### config.mk
export PLATFORM = sky130hd
export DESIGN_NAME = pump_driver
export DESIGN_NICKNAME = d
export VERILOG_FILES = /design/src/rtl/pump_driver.sv
export SDC_FILE = /design/constraint.sdc
export NUM_CORES = 1
export LEC_CHECK = 0
export CAP_MARGIN = 15
export CORE_ASPECT_RATIO = 1.1
export CORE_MARGIN = 2
export CORE_UTILIZATION = 40
export DETAILED_ROUTE_END_ITERATION = 10
export GPL_ROUTABILITY_DRIVEN = 0
export MAX_ROUTING_LAYER = met4
export PLACE_DENSITY = 0.61
export SLEW_MARGIN = 30
export SYNTH_ARGS = -nofsm -noshare
export SYNTH_HDL_FRONTEND = slang
export SYNTH_SLANG_ARGS = --single-unit
### constraint.sdc
create_clock -name CLK100MHZ -period 1.9 [get_ports CLK100MHZ]
set_input_delay 0.38 -clock CLK100MHZ [delete_from_list [all_inputs] [get_ports CLK100MHZ]]
set_output_delay 0.38 -clock CLK100MHZ [all_outputs]
set_load 0.02 [all_outputs]
### src/rtl/pump_driver.sv
// pump_driver: converts the level controller's raw pump requests into safe
// pump drives. Provides mutual exclusion, a minimum run time, a dead time
// between pumps, an emergency stop and a sticky request-conflict flag.
module pump_driver #(
  parameter int unsigned MIN_ON_CYCLES = 1000,
  parameter int unsigned DEAD_CYCLES   = 100,
  parameter int unsigned CNT_W         = 16
) (
  input  logic       CLK100MHZ,
  input  logic       rst,
  input  logic       pump1_req,
  input  logic       pump2_req,
  input  logic       estop,
  output logic       pump1_drv,
  output logic       pump2_drv,
  output logic [1:0] state,
  output logic       conflict
);

  typedef enum logic [1:0] {
    S_IDLE  = 2'b00,
    S_FILL  = 2'b01,
    S_DRAIN = 2'b10,
    S_DEAD  = 2'b11
  } state_t;

  localparam logic [CNT_W-1:0] MIN_LAST  = CNT_W'(MIN_ON_CYCLES - 1);
  localparam logic [CNT_W-1:0] DEAD_LAST = CNT_W'(DEAD_CYCLES - 1);

  state_t           state_q;
  state_t           state_d;
  logic [CNT_W-1:0] cnt;
  logic             req_fill;
  logic             req_drain;
  logic             min_done;

  // Both requests high together decode to "no request".
  assign req_fill  = pump1_req & ~pump2_req;
  assign req_drain = pump2_req & ~pump1_req;
  assign min_done  = (cnt >= MIN_LAST);
  assign state     = state_q;

  // Next-state decode; every pump stop goes through DEAD, then IDLE.
  always_comb begin
    state_d = state_q;
    unique case (state_q)
      S_IDLE: begin
        if (!estop) begin
          if (req_fill)       state_d = S_FILL;
          else if (req_drain) state_d = S_DRAIN;
        end
      end
      S_FILL: begin
        if (estop || (!req_fill && min_done))  state_d = S_DEAD;
      end
      S_DRAIN: begin
        if (estop || (!req_drain && min_done)) state_d = S_DEAD;
      end
      S_DEAD: begin
        if (!estop && (cnt == DEAD_LAST)) state_d = S_IDLE;
      end
      default: state_d = S_IDLE;
    endcase
  end

  // State register; drives are registered from the next state so they
  // always match the visible state in the same cycle.
  always_ff @(posedge CLK100MHZ) begin
    if (rst) begin
      state_q   <= S_IDLE;
      pump1_drv <= 1'b0;
      pump2_drv <= 1'b0;
    end else begin
      state_q   <= state_d;
      pump1_drv <= (state_d == S_FILL);
      pump2_drv <= (state_d == S_DRAIN);
    end
  end

  // Shared state-duration counter: cleared on every state entry, held at 0
  // in DEAD while estop is high, saturating otherwise.
  always_ff @(posedge CLK100MHZ) begin
    if (rst) begin
      cnt <= '0;
    end else if (state_d != state_q) begin
      cnt <= '0;
    end else if ((state_q == S_DEAD) && estop) begin
      cnt <= '0;
    end else if ((state_q != S_IDLE) && (cnt != '1)) begin
      cnt <= cnt + 1'b1;
    end
  end

  // Sticky conflict flag, cleared only by reset.
  always_ff @(posedge CLK100MHZ) begin
    if (rst) conflict <= 1'b0;
    else if (pump1_req && pump2_req) conflict <= 1'b1;
  end

endmodule

==> flow_metrics.tcl <==
set metrics [dict create \
    status "completed" \
    p_total_w 0.000862 \
    p_leak_nw 0.494 \
    yosysUniqueCellTypes 43 \
    drc 0 \
    grt-ovfl-total 0 \
    fill_cells 273 \
    synth-seq-area-share_pct 37.3 \
    clockRootBuffer "clkbuf_4" \
    synth_fp_nets 135 \
    fin_ws_ns 0.0640 \
    relSlewSlack_pct 79.0 \
    cts_buffer_depth 2 \
    row_count 20 \
    ctsHtreeMaxLevel 1 \
    grt_pass1_vias 1056 \
    layout_min_cycle_time_ns 1.84 \
    grt_pass1_wl_um 4470 \
    finalSetupViolations 0 \
    async_flop_share_pct 0 \
    final_area_um2 1430 \
    cp_max_fo 8 \
    firstDrtPassIters 4 \
    endpoint_kind "flop" \
    r2r_cells 6 \
    path_clk_slew_ns 0.12 \
    avgViaCountPerCell 5.74 \
    grt_start_max_net_pins 12 \
    worst_slew_pin_slew_ns 0.312 \
    clock_latency_ns 0.30 \
    drive_above_1_share_pct 28.8 \
    critPathArrivalTime_ns 2.08 \
    routed_wl_um 2610 \
    cp_cell_sequence "or4_4 -> nor4_4 -> a311o_2 -> o221ai_2 -> buf_12 -> nor3_2" \
    cts_tree "done" \
    place_ws_ns -0.439 \
    finalHoldViolations 0 \
    switching_share_pct 28.1 \
    internal_power_w 0.000620 \
    skew_ns 0.00488 \
    crit_buf_inv 1 \
    synth_area_leaders "dfxtp_1, nand3_1, nor2_2" \
    finalCritPeriodShare_pct 96.6 \
    worstSetupStartpointType "flop" \
    io_pins 10 \
    ant_nets 0 \
    seq_power_share_pct 54.7 \
    dieArea_um2 3260 \
    max-cap-violations 0 \
    holdWs_ns 0.491 \
    clock_power_share_pct 25.2 \
    cp.depth 6 \
    comb_power_share_pct 20.1 \
    num_vias 1085 \
    syn_to_final_growth_pct 27.3 \
    synth_edf_count 0 \
    yosys_most_used_dff "dfxtp_1" \
    cts.sinks 21 \
    die_w_um 54.6 \
    die_y_um 59.7 \
    syn_area_um2 1130 \
    ys_ff_latch 21 \
    clock.fmax_mhz 545 \
    synthCells 129 \
    critical_path.top_delay_family "simple AND/OR/NAND/NOR gates" \
    drv_slew 0 \
    antenna_found_initial 0 \
    hp-class "flop to flop" \
    cts_buffers 3 \
    initial_utilization_pct 41.3 \
    placed_area_um2 1370 \
    design.core.area_um2 2730 \
    grt_util_all_layers_pct 19.0 \
    holdPathStages 2 \
    p_per_area_nw_per_um2 601 \
    p_sw_w 0.000242 \
    fin_nets 163 \
    ir_drop_uv 396 \
    critPathMaxStageDelay_ns 0.54 \
    synth.top_cell.area_share_pct 37.3 \
    yosys_warnings 0 \
    avgSynthCellArea_um2 8.73 \
    wl_per_cell_um 13.8 \
    synth_largest_area_cell "dfxtp_1" \
    worstSetupPathType "flop to flop" \
    crit_required_ns 2.14 \
    diodes 0 \
    place_hpwl_um 1910 \
    rsz0062_at_grt "yes" \
    drt_iter0_markers 24 \
    numPortBuffers 9 \
    cpMaxStageDelayCell "or4_4" \
]
cell usage in the layout (no fill, tap or decap), drive strengths merged, types with 3 or more instances in the layout:
cell           synthesis  layout
or3                    4       4
clkbuf                 1       4
and3                   3       3
or4                    4       4
dfxtp                 21      21
and2                   4       4
o31ai                  3       3
nor4                   3       3
buf                    2      17
nor3                   4       4
xor2                   4       4
o21ai                  7       7
nor2                  13      13
nand2                  7       7
nand4                  4       4
a21oi                 11      11
clkdlybuf4s50          0       8
inv                    3       3
nand3                  8       8
worst register-to-register path, stage by stage (launching register included):
cell and delay (ns):
dfxtp_2 0.34, or4_4 0.54, nor4_4 0.19, a311o_2 0.23, o221ai_2 0.14, buf_12 0.17
nor3_2 0.17
worst paths after layout:
check,from,to,slack (ns)
hold reg to reg,conflict,conflict,0.49
setup / recovery,cnt[12],cnt[14],0.06
hold / removal,conflict,conflict,0.49
setup reg to reg,cnt[12],cnt[14],0.06
cells by family (layout without fill, tap and decap cells):
group,count (synthesis),count (layout),synth area share (%)
flops,21,21,37.3
compound gates,35,35,22.0
xor+xnor,4,4,3.11
fa+ha+maj,1,1,1.11
mux,1,1,0.889
buf+inv,6,33,2.78
simple gates,61,61,32.8
cells in the mapped netlist (3+ instances only):
cell and n:
a21oi_1 7, a21oi_2 4, and2_1 4, and3_1 3
dfxtp_1 21, inv_1 3, nand2_1 7, nand3_1 8
nand4_1 4, nor2_1 7, nor2_2 6, nor3_1 4
o21ai_0 7, o31ai_1 3, or3_1 4, or4_1 3
xor2_1 4
flip-flops by register name (all words and copies together), names as in the netlist:
name and cells:
pump2_drv 1, conflict 1, state 2, pump1_drv 1
cnt 16
repair_timing:
item	CTS	global route
pin swaps	1	1
setup buffers	1	0
hold buffers	0	0
cloned	0	0
gates resized for setup	4	6
setup endpoints to repair	13	17
per-layer routing:
| metal | vias to the layer above | wire, µm | global-route usage (%) |
|---|---|---|---|
| met3 | 3 | 89 | 3.00 |
| met1 | 519 | 1180 | 22.9 |
| met4 | 0 | 14 | 6.43 |
| li1 | 538 | - | - |
| met5 | - | 0 | - |
| met2 | 25 | 1330 | 31.8 |
cell type report:
| class | count | area (µm²) | area share (%) |
|---|---|---|---|
| Multi-Input combinational cell | 102 | 698 | 48.7 |
| Sequential cell | 21 | 424 | 29.6 |
| Timing Repair Buffer | 26 | 233 | 16.2 |
| Tap cell | 33 | 41.3 | 2.88 |
| Clock buffer | 4 | 26.3 | 1.83 |
| Inverter | 3 | 11.3 | 0.785 |
power by group through the flow:
stage / registers (W) / logic (W) / clock network, W
detailed placement: 0.000480 / 0.000167 / 0
finish: 0.000471 / 0.000173 / 0.000217
global placement: 0.000480 / 0.000164 / 0
global route: 0.000474 / 0.000189 / 0.000251
floorplan: 0.000488 / 0.0000902 / 0
CTS: 0.000470 / 0.000170 / 0.000226
stage by stage:
step,instances,util [%],TNS [ns]
finish,189,52.6,0
global route,189,52.6,-0.313
CTS,189,51.8,-0.0174
detailed placement,184,50.2,-6.65
global placement,184,50.2,-5.65
floorplan,129,-,0
(Power assumes the default switching activity.)
